File: src/rtl/lsu_dmio_ctrl_pkg.sv
`default_nettype none
// ============================================================================
// Module   : lsu_pkg
// Brief    : Shared encodings for the load/store unit (sizes, FSM states, IO select)
// Revision : 1.0 - initial release
// ============================================================================
package lsu_pkg;

    localparam logic [1:0] SZ_BYTE  = 2'd0;
    localparam logic [1:0] SZ_HALF  = 2'd1;
    localparam logic [1:0] SZ_WORD  = 2'd2;
    localparam logic [1:0] SZ_DWORD = 2'd3;

    localparam int IO_SEL_BIT = 12;

    typedef enum logic [1:0] {
        ST_IDLE  = 2'd0,
        ST_READ  = 2'd1,
        ST_WRITE = 2'd2,
        ST_RESP  = 2'd3
    } state_t;

    // An access is aligned when the offset is a multiple of its size in bytes.
    function automatic logic is_misaligned(input logic [1:0] size, input logic [2:0] off);
        logic r;
        case (size)
            SZ_BYTE: r = 1'b0;
            SZ_HALF: r = off[0];
            SZ_WORD: r = |off[1:0];
            default: r = |off;
        endcase
        return r;
    endfunction

endpackage
`default_nettype wire

File: src/rtl/lsu_dmio_ctrl_if.sv
`default_nettype none
// ============================================================================
// Module   : lsu_dmio_ctrl_if
// Brief    : Request/response handshake and doubleword memory/IO bus of the LSU
// Revision : 1.0 - initial release
// ============================================================================
interface lsu_dmio_ctrl_if;

    logic        req_valid;
    logic        req_ready;
    logic        req_we;
    logic [1:0]  req_size;
    logic        req_signed;
    logic [15:0] req_addr;
    logic [63:0] req_wdata;

    logic        rsp_valid;
    logic        rsp_ready;
    logic [63:0] rsp_rdata;
    logic        rsp_err;

    logic [12:0] mem_dir;
    logic [63:0] mem_wdata;
    logic        mem_wr;
    logic [63:0] mem_rdata;

    // Environment side: processor requests plus the memory/IO read data.
    modport master (
        output req_valid, req_we, req_size, req_signed, req_addr, req_wdata,
        output rsp_ready, mem_rdata,
        input  req_ready, rsp_valid, rsp_rdata, rsp_err,
        input  mem_dir, mem_wdata, mem_wr
    );

    modport slave (
        input  req_valid, req_we, req_size, req_signed, req_addr, req_wdata,
        input  rsp_ready, mem_rdata,
        output req_ready, rsp_valid, rsp_rdata, rsp_err,
        output mem_dir, mem_wdata, mem_wr
    );

endinterface
`default_nettype wire

File: src/rtl/lsu_dmio_ctrl_lane_align.sv
`default_nettype none
// ============================================================================
// Module   : lsu_lane_align
// Brief    : Byte-lane merge for sub-dword stores and extract/extend for loads
// Revision : 1.0 - initial release
// ============================================================================
module lsu_lane_align
    import lsu_pkg::*;
(
    input  wire logic [63:0] i_data,
    input  wire logic [63:0] i_wdata,
    input  wire logic [2:0]  i_off,
    input  wire logic [1:0]  i_size,
    input  wire logic        i_sgn,
    output logic      [63:0] o_merged,
    output logic      [63:0] o_extracted
);

    logic [63:0] w_fmask;
    logic [63:0] w_lmask;
    logic [63:0] w_field;
    logic [5:0]  w_shamt;

    always_comb begin
        w_shamt = {i_off, 3'b000};
        case (i_size)
            SZ_BYTE: w_fmask = 64'h0000_0000_0000_00FF;
            SZ_HALF: w_fmask = 64'h0000_0000_0000_FFFF;
            SZ_WORD: w_fmask = 64'h0000_0000_FFFF_FFFF;
            default: w_fmask = 64'hFFFF_FFFF_FFFF_FFFF;
        endcase
        w_lmask  = w_fmask << w_shamt;
        o_merged = (i_data & ~w_lmask) | ((i_wdata & w_fmask) << w_shamt);

        w_field = i_data >> w_shamt;
        case (i_size)
            SZ_BYTE: o_extracted = {{56{i_sgn & w_field[7]}},  w_field[7:0]};
            SZ_HALF: o_extracted = {{48{i_sgn & w_field[15]}}, w_field[15:0]};
            SZ_WORD: o_extracted = {{32{i_sgn & w_field[31]}}, w_field[31:0]};
            default: o_extracted = w_field;
        endcase
    end

endmodule
`default_nettype wire

File: src/rtl/lsu_dmio_ctrl.sv
`default_nettype none
// ============================================================================
// Module   : lsu_dmio_ctrl
// Brief    : Load/store unit turning sized accesses into doubleword RAM/IO cycles
// Revision : 1.0 - initial release
// ============================================================================
module lsu_dmio_ctrl
    import lsu_pkg::*;
#(
    parameter int READ_LAT = 1
)(
    input  wire logic  clk,
    input  wire logic  rst,
    lsu_dmio_ctrl_if.slave bus
);

    localparam int              c_CW  = (READ_LAT > 0) ? $clog2(READ_LAT + 1) : 1;
    localparam logic [c_CW-1:0] c_LAT = c_CW'(READ_LAT);

    state_t          r_state;
    logic [c_CW-1:0] r_cnt;
    logic            r_req_ready;
    logic            r_rsp_valid;
    logic [63:0]     r_rsp_rdata;
    logic            r_rsp_err;
    logic [12:0]     r_dir;
    logic [63:0]     r_mem_wdata;
    logic            r_wr;

    logic            r_we;
    logic [1:0]      r_size;
    logic            r_sgn;
    logic [2:0]      r_off;
    logic [63:0]     r_wdata;

    logic [63:0]     w_merged;
    logic [63:0]     w_extracted;
    logic            w_misal;
    logic            w_io_req;

    assign w_misal  = is_misaligned(bus.req_size, bus.req_addr[2:0]);
    assign w_io_req = bus.req_addr[15];

    lsu_lane_align u_align (
        .i_data      (bus.mem_rdata),
        .i_wdata     (r_wdata),
        .i_off       (r_off),
        .i_size      (r_size),
        .i_sgn       (r_sgn),
        .o_merged    (w_merged),
        .o_extracted (w_extracted)
    );

    always_ff @(posedge clk) begin
        if (rst) begin
            r_state     <= ST_IDLE;
            r_cnt       <= '0;
            r_req_ready <= 1'b1;
            r_rsp_valid <= 1'b0;
            r_rsp_rdata <= '0;
            r_rsp_err   <= 1'b0;
            r_dir       <= '0;
            r_mem_wdata <= '0;
            r_wr        <= 1'b0;
            r_we        <= 1'b0;
            r_size      <= SZ_BYTE;
            r_sgn       <= 1'b0;
            r_off       <= '0;
            r_wdata     <= '0;
        end else begin
            case (r_state)
                ST_IDLE: begin
                    if (bus.req_valid && r_req_ready) begin
                        r_we        <= bus.req_we;
                        r_size      <= bus.req_size;
                        r_sgn       <= bus.req_signed;
                        r_off       <= bus.req_addr[2:0];
                        r_wdata     <= bus.req_wdata;
                        r_dir       <= bus.req_addr[15:3];
                        r_rsp_rdata <= '0;
                        r_rsp_err   <= 1'b0;
                        r_req_ready <= 1'b0;
                        if (w_misal) begin
                            r_rsp_err   <= 1'b1;
                            r_rsp_valid <= 1'b1;
                            r_state     <= ST_RESP;
                        end else if (bus.req_we && w_io_req) begin
                            // IO registers are byte-wide regardless of access size.
                            r_mem_wdata <= {56'b0, bus.req_wdata[7:0]};
                            r_wr        <= 1'b1;
                            r_state     <= ST_WRITE;
                        end else if (bus.req_we && bus.req_size == SZ_DWORD) begin
                            r_mem_wdata <= bus.req_wdata;
                            r_wr        <= 1'b1;
                            r_state     <= ST_WRITE;
                        end else begin
                            r_cnt   <= '0;
                            r_state <= ST_READ;
                        end
                    end
                end
                ST_READ: begin
                    if (r_cnt == c_LAT) begin
                        if (r_we) begin
                            r_mem_wdata <= w_merged;
                            r_wr        <= 1'b1;
                            r_state     <= ST_WRITE;
                        end else begin
                            r_rsp_rdata <= r_dir[IO_SEL_BIT] ? bus.mem_rdata : w_extracted;
                            r_rsp_valid <= 1'b1;
                            r_state     <= ST_RESP;
                        end
                    end else begin
                        r_cnt <= r_cnt + c_CW'(1);
                    end
                end
                ST_WRITE: begin
                    r_wr        <= 1'b0;
                    r_rsp_valid <= 1'b1;
                    r_state     <= ST_RESP;
                end
                default: begin
                    if (bus.rsp_ready) begin
                        r_rsp_valid <= 1'b0;
                        r_req_ready <= 1'b1;
                        r_state     <= ST_IDLE;
                    end
                end
            endcase
        end
    end

    assign bus.req_ready = r_req_ready;
    assign bus.rsp_valid = r_rsp_valid;
    assign bus.rsp_rdata = r_rsp_rdata;
    assign bus.rsp_err   = r_rsp_err;
    assign bus.mem_dir   = r_dir;
    assign bus.mem_wdata = r_mem_wdata;
    // Reset suppresses a write strobe in the very cycle it is raised.
    assign bus.mem_wr    = r_wr & ~rst;

endmodule
`default_nettype wire
File: src/flat_wrapper.sv
// flat-port wrapper written by rule: the top's interface ports become plain ports
module lsu_dmio_ctrl_flat import lsu_pkg::*;
#(
    parameter int READ_LAT = 1
)
  (clk, rst, bus_req_valid, bus_req_we, bus_req_size, bus_req_signed, bus_req_addr, bus_req_wdata, bus_rsp_ready, bus_mem_rdata, bus_req_ready, bus_rsp_valid, bus_rsp_rdata, bus_rsp_err, bus_mem_dir, bus_mem_wdata, bus_mem_wr);
  lsu_dmio_ctrl_if bus_i ();
  input  wire logic clk;
  input  wire logic rst;
  input wire logic [$bits(bus_i.req_valid)-1:0] bus_req_valid;
  input wire logic [$bits(bus_i.req_we)-1:0] bus_req_we;
  input wire logic [$bits(bus_i.req_size)-1:0] bus_req_size;
  input wire logic [$bits(bus_i.req_signed)-1:0] bus_req_signed;
  input wire logic [$bits(bus_i.req_addr)-1:0] bus_req_addr;
  input wire logic [$bits(bus_i.req_wdata)-1:0] bus_req_wdata;
  input wire logic [$bits(bus_i.rsp_ready)-1:0] bus_rsp_ready;
  input wire logic [$bits(bus_i.mem_rdata)-1:0] bus_mem_rdata;
  output wire logic [$bits(bus_i.req_ready)-1:0] bus_req_ready;
  output wire logic [$bits(bus_i.rsp_valid)-1:0] bus_rsp_valid;
  output wire logic [$bits(bus_i.rsp_rdata)-1:0] bus_rsp_rdata;
  output wire logic [$bits(bus_i.rsp_err)-1:0] bus_rsp_err;
  output wire logic [$bits(bus_i.mem_dir)-1:0] bus_mem_dir;
  output wire logic [$bits(bus_i.mem_wdata)-1:0] bus_mem_wdata;
  output wire logic [$bits(bus_i.mem_wr)-1:0] bus_mem_wr;
  assign bus_i.req_valid = bus_req_valid;
  assign bus_i.req_we = bus_req_we;
  assign bus_i.req_size = bus_req_size;
  assign bus_i.req_signed = bus_req_signed;
  assign bus_i.req_addr = bus_req_addr;
  assign bus_i.req_wdata = bus_req_wdata;
  assign bus_i.rsp_ready = bus_rsp_ready;
  assign bus_i.mem_rdata = bus_mem_rdata;
  assign bus_req_ready = bus_i.req_ready;
  assign bus_rsp_valid = bus_i.rsp_valid;
  assign bus_rsp_rdata = bus_i.rsp_rdata;
  assign bus_rsp_err = bus_i.rsp_err;
  assign bus_mem_dir = bus_i.mem_dir;
  assign bus_mem_wdata = bus_i.mem_wdata;
  assign bus_mem_wr = bus_i.mem_wr;
  lsu_dmio_ctrl #(.READ_LAT(READ_LAT)) u_core (.clk(clk), .rst(rst), .bus(bus_i));
endmodule
File: config.mk
export PLATFORM = sky130hd
export DESIGN_NAME = lsu_dmio_ctrl_flat
export DESIGN_NICKNAME = d
export VERILOG_FILES = /design/src/rtl/lsu_dmio_ctrl_pkg.sv /design/src/rtl/lsu_dmio_ctrl_if.sv /design/src/rtl/lsu_dmio_ctrl_lane_align.sv /design/src/rtl/lsu_dmio_ctrl.sv /design/src/flat_wrapper.sv
export SDC_FILE = /design/constraint.sdc
export NUM_CORES = 1
export LEC_CHECK = 0
export CAP_MARGIN = 10
export CORE_MARGIN = 2
export CORE_UTILIZATION = 45
export CTS_CLUSTER_SIZE = 40
export DETAILED_ROUTE_END_ITERATION = 6
export PLACE_DENSITY = 0.77
export RECOVER_POWER = 50
export SLEW_MARGIN = 15
export SYNTH_ARGS = -nofsm -noshare
export SYNTH_HDL_FRONTEND = slang
export SYNTH_SLANG_ARGS = --single-unit
File: constraint.sdc
create_clock -name clk -period 5.25 [get_ports clk]
set_input_delay 1.3125 -clock clk [delete_from_list [all_inputs] [get_ports clk]]
set_output_delay 1.3125 -clock clk [all_outputs]
set_load 0.02 [all_outputs]
==> results of run 1 <==
==> worst paths after layout <==
path	cells past startpoint	to	from	slack [ns]
min reg2reg	2	u_core.bus.rsp_rdata[11]$_SDFFE_PP0P_	u_core.bus.rsp_rdata[11]$_SDFFE_PP0P_	0.45
min	2	u_core.bus.rsp_rdata[11]$_SDFFE_PP0P_	u_core.bus.rsp_rdata[11]$_SDFFE_PP0P_	0.45
max	6	u_core.bus.mem_wdata[31]$_SDFFE_PP0P_	u_core.r_state[1]$_SDFFE_PP0P_	1.20
max reg2reg	6	u_core.bus.mem_wdata[31]$_SDFFE_PP0P_	u_core.r_state[1]$_SDFFE_PP0P_	1.20
==> flip-flops by register name, indices dropped and copies added, names as in the netlist <==
| signal | cells |
|---|---|
| u_core.bus.mem_dir | 13 |
| u_core.r_wr | 1 |
| u_core.bus.req_ready | 1 |
| u_core.bus.rsp_rdata | 64 |
| u_core.r_wdata | 64 |
| u_core.r_sgn | 1 |
| u_core.bus.mem_wdata | 64 |
| u_core.bus.rsp_err | 1 |
| u_core.r_cnt | 1 |
| u_core.r_off | 3 |
| u_core.r_we | 1 |
| u_core.r_state | 2 |
| u_core.r_size | 2 |
| u_core.bus.rsp_valid | 1 |
==> routing by layer <==
| metal | wire (um) | track usage (%) | up-vias |
|---|---|---|---|
| met5 | 0 | 0 | - |
| met2 | 25900 | 56.2 | 930 |
| met4 | 2460 | 12.8 | 0 |
| met1 | 24800 | 51.2 | 7115 |
| met3 | 5860 | 7.39 | 184 |
| li1 | - | - | 6602 |
==> critical path, delay by kind of cell, from the launching register on <==
family                   cells  cell delay [ns]
buffers and inverters        2             1.57
AND/OR/NAND/NOR              1             0.70
AO/OA/AOI/OAI                2             0.63
adder cells (fa/ha/maj)      1             0.62
flip-flops                   1             0.34
==> layout by cell type, fill, tap and decap left out, types with 24 or more instances in the layout <==
master | Yosys | layout
buf_4 | 9 | 26
a21oi_1 | 235 | 234
o21ai_0 | 89 | 89
a211oi_1 | 28 | 28
a22oi_1 | 57 | 57
nand2_1 | 280 | 280
mux2_2 | 46 | 46
clkbuf_16 | 0 | 24
nor2_1 | 53 | 50
clkdlybuf4s50_1 | 0 | 151
dlygate4sd3_1 | 0 | 144
mux2i_1 | 68 | 68
dfxtp_1 | 219 | 216
nand3_1 | 58 | 57
inv_1 | 41 | 40
==> area by class of cell <==
type	instances	area share [%]
clock buffers	31	4.00
clock inverters	12	0.889
inverters	42	0.918
multi-input cells	1251	47.2
flip-flops and latches	219	25.6
well taps	390	2.84
repair buffers	326	18.6
==> cell families (layout without fill, tap and decap cells) <==
family                     Yosys count  in the layout  synth area share [%]
muxes                              122            122                  10.3
DFF                                219            219                  32.8
adders and majority gates            4              4                 0.374
buffers and inverters              207            411                  7.07
AOI/OAI and AO/OA                  656            656                  34.0
and+or+nand+nor                    469            469                  15.5
==> cell usage after synthesis, drive strengths merged, types with 8 or more instances <==
| master | n |
|---|---|
| o221ai | 8 |
| a22oi | 59 |
| o41ai | 21 |
| a221o | 11 |
| a21oi | 236 |
| o22ai | 12 |
| nand3 | 58 |
| and2 | 18 |
| o22a | 15 |
| a31oi | 16 |
| a311oi | 9 |
| o21ai | 94 |
| o32ai | 24 |
| clkbuf | 91 |
| nand2 | 280 |
| o211ai | 23 |
| dfxtp | 219 |
| mux2 | 46 |
| buf | 74 |
| mux2i | 68 |
| o31ai | 8 |
| inv | 42 |
| o2bb2ai | 16 |
| a221oi | 18 |
| mux4 | 8 |
| o21a | 16 |
| and4b | 8 |
| nor3 | 22 |
| a211oi | 29 |
| nor2 | 53 |
| nor2b | 10 |
==> power breakdown <==
| group | leakage [nW] | switching [mW] | internal, mW |
|---|---|---|---|
| registers | 1.78 | 0.391 | 2.02 |
| clock network | 0.417 | 0.732 | 1.07 |
| logic | 3.90 | 2.22 | 1.23 |
| total | 6.10 | 3.34 | 4.33 |
==> stage by stage <==
step / setup slack (ns) / std cells / cell area (um^2) / hold slack [ns]
after floorplan: 1.92 / 1677 / 13400 / 0.436
after global placement: 1.31 / 2228 / 16400 / 0.439
after detailed placement: 1.24 / 2228 / 16400 / 0.441
after CTS: 1.63 / 2271 / 17200 / 0.455
after global routing: 0.993 / 2271 / 17200 / 0.476
final: 1.20 / 2271 / 17200 / 0.446
==> run metrics, run 1 <==
Slew headroom -30.1%; required time of the worst setup path 5.70 ns; Die Y 176 um; top post-synthesis cells by area dfxtp_1 (33%), a21oi_1 (8.8%), nand2_1 (7.9%); GPL Wtd Cong around 1.0; initial antenna violation count 0; die width 176 um; post-CTS setup buffer count 0; die footprint 31100 um^2; vias in the first global route 13800; crit path cell chain inv_1, ha_1, clkbuf_2, nor2b_1, a22oi_1, a311oi_1; routed wire length ~59 mm; Hold-fix buffers, CTS 0; IO Port Bufs about 300; Initial Utilization 45.4%; first-pass GRT wire length 87.6 mm; most common flop cell mapped by yosys dfxtp_1; largest net degree at the start of global routing 92; share of cells above drive strength 1 9.62%; CTS tree done; Worst Setup Start Kind register; GRT Util Overall approximately 37%; area leader, netlist dfxtp_1; post-DP HPWL 43.0 mm; Critical Path Sink Type register; Syn Inst Count 1677; number of fill cells in the layout between 2000 and 3000; Post-synth EDFFs 0; PD cells 446 nW/um^2; Peak supply drop approximately 0.53 mV; Worst Skew roughly 0.0071 ns; Pwr Total 7.67 mW; CP Data Arrival Time between 4 and 5 ns; top-area cell type share of the netlist area 32.8%; grt ovf 0; failing checks DRC, capacitance limit, slew limit; vias per cell 6.53; worst-path maximum fanout between 80 and 90; worst slew pin tran 1.95 ns; I/O pin cnt 297; Max H-tree Level 1; register area share after synthesis 32.8%; Layout area overhead 28.3%; clock tree buffer depth 3; Post-Syn Area 13400 um^2; area of the multi-input gates 8110 um^2; row count 63; Worst-Skew Late Latency 0.54 ns; Lkg Pwr ~6.1 nW; Final Setup Violations 0; Finished Core Util 58.3%; FF+latch count, synth 219; RSZ-0062 raised after global routing no; clock-pin slew on the worst setup and hold paths 0.06 ns; ys async rst share 0%; Pre-antenna DRT Iters 7; fin crit period ~4.0 ns; max-slew violations 87; FMAX 247 MHz; Starting DRT DRC Count 2023; DRC 13; total negative slack 0 ns; post-synth net total 1833; syn_area_per_cell 7.98 um^2; final hold violation count 0; number of CTS-inserted buffers 24; clock root cell clkbuf_16; diode count 0; outcome finished with violations; routed vias 14800; Hold Crit Class register to register; maxcap violations 1; # nets final 2020; synth unique cells between 70 and 80; clk sinks 219; Final period util a little under 80%; CP max stage cell clkbuf_2; warnings from Yosys 0; wire length per cell 26.0 um; Resize count post-CTS 0; Placeable Area a little under 30000 um^2; Setup CP Type register to register; delay of the slowest critical-path stage 1.48 ns; DRT antenna net count 0; register area roughly 4400 um^2
No activity file was read; power rests on OpenSTA's default activity.
==> inputs of run 2 (changes only) <==
Clock period 5.25 ns to 4.25 ns, I/O delays scaled along.
==> run metrics, run 2 (synthesis results as in run 1) <==
outcome completed; share of cells above drive strength 1 10.2% (+0.55 points); Worst-Skew Late Latency 0.55 ns (about the same); vias per cell 6.53 (about the same); vias in the first global route 14000 (+0.79%); delay of the slowest critical-path stage 1.14 ns (-0.34 ns); Levels on crit path 6 (unchanged); CTS tree done; number of fill cells in the layout 2700 (+1.0%); post-CTS setup buffer count 0 (unchanged); CP Data Arrival Time 3.65 ns (-0.85 ns); most frequent cells in the layout nand2_1 (280), a21oi_1 (234), dfxtp_1 (216); CP bufs+invs 1 (-1); Worst setup startpoint u_core.r_off[1]$_SDFFE_PP0P_; Hold-fix buffers, CTS 0 (unchanged); DRC 0 (-13); IO Port Bufs 296 (unchanged); DRT antenna net count 0 (unchanged); diode count 0 (unchanged); FMAX 307 MHz (+24%); Placeable Area 29500 um^2 (unchanged); Lkg Pwr 6.02 nW (-1.3%); fin crit period 3.26 ns (-0.790 ns); die footprint 31100 um^2 (unchanged); row count 63 (unchanged); total negative slack 0 ns (unchanged); Hold Crit Class register to register; Critical Path Sink Type register; die width 176 um (unchanged); routed wire length 58.2 mm (-1.4%); crit path cell chain nor2_1, a32oi_1, and4_1, nor3_4, buf_4, o32ai_2; I/O pin cnt 297 (unchanged); final hold violation count 0 (unchanged); Final period util 76.7% (-0.45 points); GRT Util Overall 36.0% (-0.71 points); commonest non-fill, non-tap cell in the layout nand2_1; Worst Skew 0.0100 ns (+0.00287 ns); Max H-tree Level 1 (unchanged); Peak supply drop 0.415 mV (-21%); Worst Setup Start Kind register; clk sinks 219 (unchanged); HP Start u_core.bus.rsp_rdata[0]$_SDFFE_PP0P_; Register-to-Register Path Depth 6 (unchanged); RSZ-0062 raised after global routing no; worst slew pin tran 1.37 ns (-0.585 ns); worst-path maximum fanout 68 (-21%); PD cells 551 nW/um^2 (+24%); initial antenna violation count 0 (unchanged); first-pass GRT wire length 86.3 mm (-1.5%); required time of the worst setup path 4.64 ns (-1.06 ns); Starting DRT DRC Count 1967 (-2.8%); largest net degree at the start of global routing 105 (+14%); routed vias 14900 (+0.63%); Resize count post-CTS 0 (unchanged); Initial Utilization 45.4% (unchanged); Slew headroom 8.56% (+39 points); clock tree buffer depth 3 (unchanged); CP max stage cell nor2_1; clock-pin slew on the worst setup and hold paths 0.06 ns (about the same); depth of the worst hold-timing path 2 (unchanged); reg-to-reg startpoint u_core.r_off[1]$_SDFFE_PP0P_; maxcap violations 0 (-1); max-slew violations 0 (-100%); number of CTS-inserted buffers 25 (+4.2%); wire length per cell 25.5 um (-2.1%); Layout area overhead 29.6%; clock root cell clkbuf_16; Final Setup Violations 0 (unchanged); Pre-antenna DRT Iters 7 (unchanged); design area 17300 um^2 (+0.98%); # nets final 2034 (+0.69%); Die Y 176 um (unchanged); GPL Wtd Cong 1.07 (+5.2%); grt ovf 0 (unchanged); placed instance area 16500 um^2 (+0.70%); delay-heaviest family, CP simple AND/OR/NAND/NOR gates; post-DP HPWL 41.9 mm (-2.5%); Setup CP Type register to register
[run 2: cell types whose count changed in the layout (fill, tap and decap cells not counted), moves of 3 or more]
cell             previous run  this run
clkdlybuf4s50_1           151       202
buf_4                      26        40
clkbuf_1                    2         5
dlygate4sd3_1             144        93
clkbuf_8                    6         1
[run 2: layout make-up]
| type | instances | area [um^2] | share of cell area, % |
|---|---|---|---|
| Clock buffer | 31 | 658 | 3.79 |
| Clock inverter | 15 | 209 | 1.20 |
| Inverter | 42 | 158 | 0.909 |
| Multi-Input combinational cell | 1251 | 8120 | 46.8 |
| Sequential cell | 219 | 4390 | 25.3 |
| Tap cell | 390 | 488 | 2.81 |
| Timing Repair Buffer | 339 | 3320 | 19.2 |
[run 2: worst reg2reg max path, cell delays in order, from the launching register on]
cell and delay, ns:
dfxtp_4 0.59, nor2_1 1.15, a32oi_1 0.26, and4_1 0.30, nor3_4 0.17, buf_4 0.44
o32ai_2 0.20
[run 2: power by group]
group	switching [mW]	total [mW]	internal (mW)
combinational	2.71	4.27	1.56
clock	0.944	2.31	1.36
sequential	0.493	2.99	2.50
total	4.15	9.56	5.42
[run 2: per-layer routing]
metal / wire length, um / global-route usage (%) / part of all wire [%] / up-vias
met5: 0 / 0 / 0 / -
met4: 2670 / 14.6 / 4.6 / 0
met3: 6390 / 6.42 / 11 / 178
met2: 25600 / 55.7 / 44 / 1006
met1: 23500 / 49.5 / 40 / 7082
li1: - / - / - / 6659
[run 2: path summary, 6_finish.rpt]
path                                           end  slack (ns)
min reg2reg   u_core.bus.rsp_rdata[0]$_SDFFE_PP0P_        0.45
min           u_core.bus.rsp_rdata[0]$_SDFFE_PP0P_        0.45
max reg2reg  u_core.bus.rsp_rdata[60]$_SDFFE_PP0P_        0.99
max          u_core.bus.rsp_rdata[60]$_SDFFE_PP0P_        0.99
[run 2: through the flow]
step	utilization (%)	setup WS (ns)	std cells	total power [mW]	hold WS, ns
after floorplan	-	1.42	1677	5.58	0.436
after global placement	55.9	0.888	2241	7.20	0.440
after detailed placement	55.9	0.796	2241	7.26	0.446
after CTS	58.8	1.14	2287	9.56	0.456
after global routing	58.8	0.956	2287	9.97	0.472
final	58.8	0.991	2287	9.56	0.447
==> inputs of run 3 (changes only) <==
Clock period 4.25 ns to 3.05 ns, I/O delays scaled along.
==> run metrics, run 3 (synthesis results as in run 1) <==
clk sinks 219 (unchanged); delay of the slowest critical-path stage 0.81 ns (-0.33 ns); worst slew pin tran 0.946 ns (-0.420 ns); R2R Setup Slk 0.33 ns (-0.66 ns); Starting DRT DRC Count 2080 (+5.7%); RSZ-0062 raised after global routing no; most frequent cells in the layout nand2_1 (280), a21oi_1 (234), dfxtp_1 (216); total negative slack 0 ns (unchanged); Initial Utilization 45.4% (unchanged); first-pass GRT wire length 91.1 mm (+5.6%); Placeable Area 29500 um^2 (unchanged); Levels on crit path 5 (-1); post-DP HPWL 45.9 mm (+9.4%); Lkg Pwr 6.47 nW (+7.5%); Setup CP Type register to register; Worst Skew 0.0136 ns (+0.00361 ns); GPL Wtd Cong 1.03 (-3.3%); reg-to-reg endpoint u_core.bus.rsp_rdata[22]$_SDFFE_PP0P_; fin worst setup slack 0.327 ns (-0.664 ns); Inst Count DP 2332 (+4.1%); maxcap violations 0 (unchanged); die footprint 31100 um^2 (unchanged); worst hold slack 0.448 ns (+0.00161 ns); required time of the worst setup path 3.43 ns (-1.21 ns); PD cells 757 nW/um^2 (+37%); Layout area overhead 35.1%; number of fill cells in the layout 2588 (-4.1%); IO Port Bufs 296 (unchanged); Die Y 176 um (unchanged); largest net degree at the start of global routing 86 (-18%); fin crit period 2.72 ns (-0.536 ns); Final Setup Violations 0 (unchanged); Slew headroom 36.1% (+28 points); DP Worst Slack 0.0881 ns (-0.708 ns); clock root cell clkbuf_16; Worst-Skew Late Latency 0.54 ns (about the same); Register-to-Register Path Depth 5 (-1); vias per cell 6.51 (-0.30%); CP max stage cell dfxtp_4; crit path cell chain mux2i_1, a32oi_1, a41oi_2, o31a_2, a31oi_1; Hold Crit Class register to register; hold endpoint u_core.bus.mem_dir[8]$_SDFFE_PP0P_; CP Data Arrival Time 3.11 ns (-0.54 ns); CP bufs+invs 0 (-1); Peak supply drop 0.863 mV (+110%); clock tree buffer depth 3 (unchanged); number of CTS-inserted buffers 24 (-4.0%); Pre-antenna DRT Iters 7 (unchanged); delay-heaviest family, CP compound AO/OA/AOI/OAI gates; depth of the worst hold-timing path 2 (unchanged); GRT Util Overall 38.2% (+2.2 points); clock-pin slew on the worst setup and hold paths 0.06 ns (about the same); commonest non-fill, non-tap cell in the layout nand2_1; reg-to-reg startpoint u_core.r_off[1]$_SDFFE_PP0P_; Pwr Total 13.7 mW (+43%); DRT antenna net count 0 (unchanged); post-CTS setup buffer count 0 (unchanged); routed wire length 61.8 mm (+6.2%); DRC 0 (unchanged); vias in the first global route 14400 (+3.2%); share of cells above drive strength 1 14.2% (+4.0 points); post-route insts no fill 2377 (+3.9%); grt ovf 0 (unchanged); Worst Setup Start Kind register; row count 63 (unchanged); worst-path maximum fanout 45 (-34%); initial antenna violation count 2 (+2); I/O pin cnt 297 (unchanged); routed vias 15500 (+3.6%); max-slew violations 0 (unchanged); Final period util 89.3% (+13 points); Resize count post-CTS 0 (unchanged); die width 176 um (unchanged); FMAX 367 MHz (+20%); CTS tree done; final hold violation count 0 (unchanged); # nets final 2124 (+4.4%); Hold-fix buffers, CTS 0 (unchanged); HP Start u_core.bus.mem_dir[8]$_SDFFE_PP0P_; wire length per cell 26.0 um (+2.2%); Critical Path Sink Type register; Max H-tree Level 1 (unchanged); outcome completed
==> run 3: cell types whose count changed in the layout (fill, tap and decap cells not counted), sizes merged <==
cell / previous run / this run
buf: 44 / 133
clkbuf: 31 / 38
clkinv: 9 / 3
bufinv: 4 / 2
clkdlybuf4s50: 202 / 200
clkinvlp: 0 / 2
diode: 0 / 2
dlygate4sd3: 93 / 95
inv: 44 / 42
==> run 3: how the worst max path moves through the flow <==
stage | slack (ns) | startpoint | end
after floorplan | 0.82 | rst | bus_mem_wr
after global placement | 0.11 | bus_mem_rdata[39] | u_core.bus.rsp_rdata[25]$_SDFFE_PP0P_
after detailed placement | 0.09 | bus_mem_rdata[39] | u_core.bus.rsp_rdata[28]$_SDFFE_PP0P_
after CTS | 0.44 | u_core.r_off[1]$_SDFFE_PP0P_ | u_core.bus.rsp_rdata[28]$_SDFFE_PP0P_
after global routing | 0.32 | u_core.r_state[0]$_SDFFE_PP0P_ | u_core.bus.mem_wdata[30]$_SDFFE_PP0P_
final | 0.33 | u_core.r_off[1]$_SDFFE_PP0P_ | u_core.bus.rsp_rdata[22]$_SDFFE_PP0P_
==> run 3: metrics by stage <==
step	util, %	area, um^2
floorplan	-	13400
global placement	58.5	17200
detailed placement	58.5	17200
CTS	61.3	18100
global route	61.3	18100
finish	61.3	18100
==> run 3: report_power, final <==
| group | switching, mW | internal, mW | total [mW] |
|---|---|---|---|
| combinational | 4.02 | 2.49 | 6.51 |
| sequential | 0.629 | 3.48 | 4.11 |
| clock | 1.24 | 1.83 | 3.08 |
==> run 3: layer usage <==
metal	wire, um	GRT usage [%]	share of wire, %
met2	27000	58.3	44
met1	24500	51.6	40
met4	3110	16.0	5.0
met5	0	0	0
met3	7300	8.89	12
==> run 3: layout make-up <==
class                   instances  area (um^2)  share of cell area [%]
multi-input cells            1251         8110                    44.9
clock buffers                  36          736                    4.07
diodes                          2         5.00                  0.0277
clock inverters                 7          101                   0.560
inverters                      42          158                   0.872
repair buffers                430         4090                    22.6
flip-flops and latches        219         4390                    24.3
well taps                     390          488                    2.70
==> run 3: worst reg2reg max path, stage by stage, from the launching register on <==
cell and delay [ns]:
dfxtp_4 0.81, mux2i_1 0.56, a32oi_1 0.24, a41oi_2 0.30, o31a_2 0.49, a31oi_1 0.17
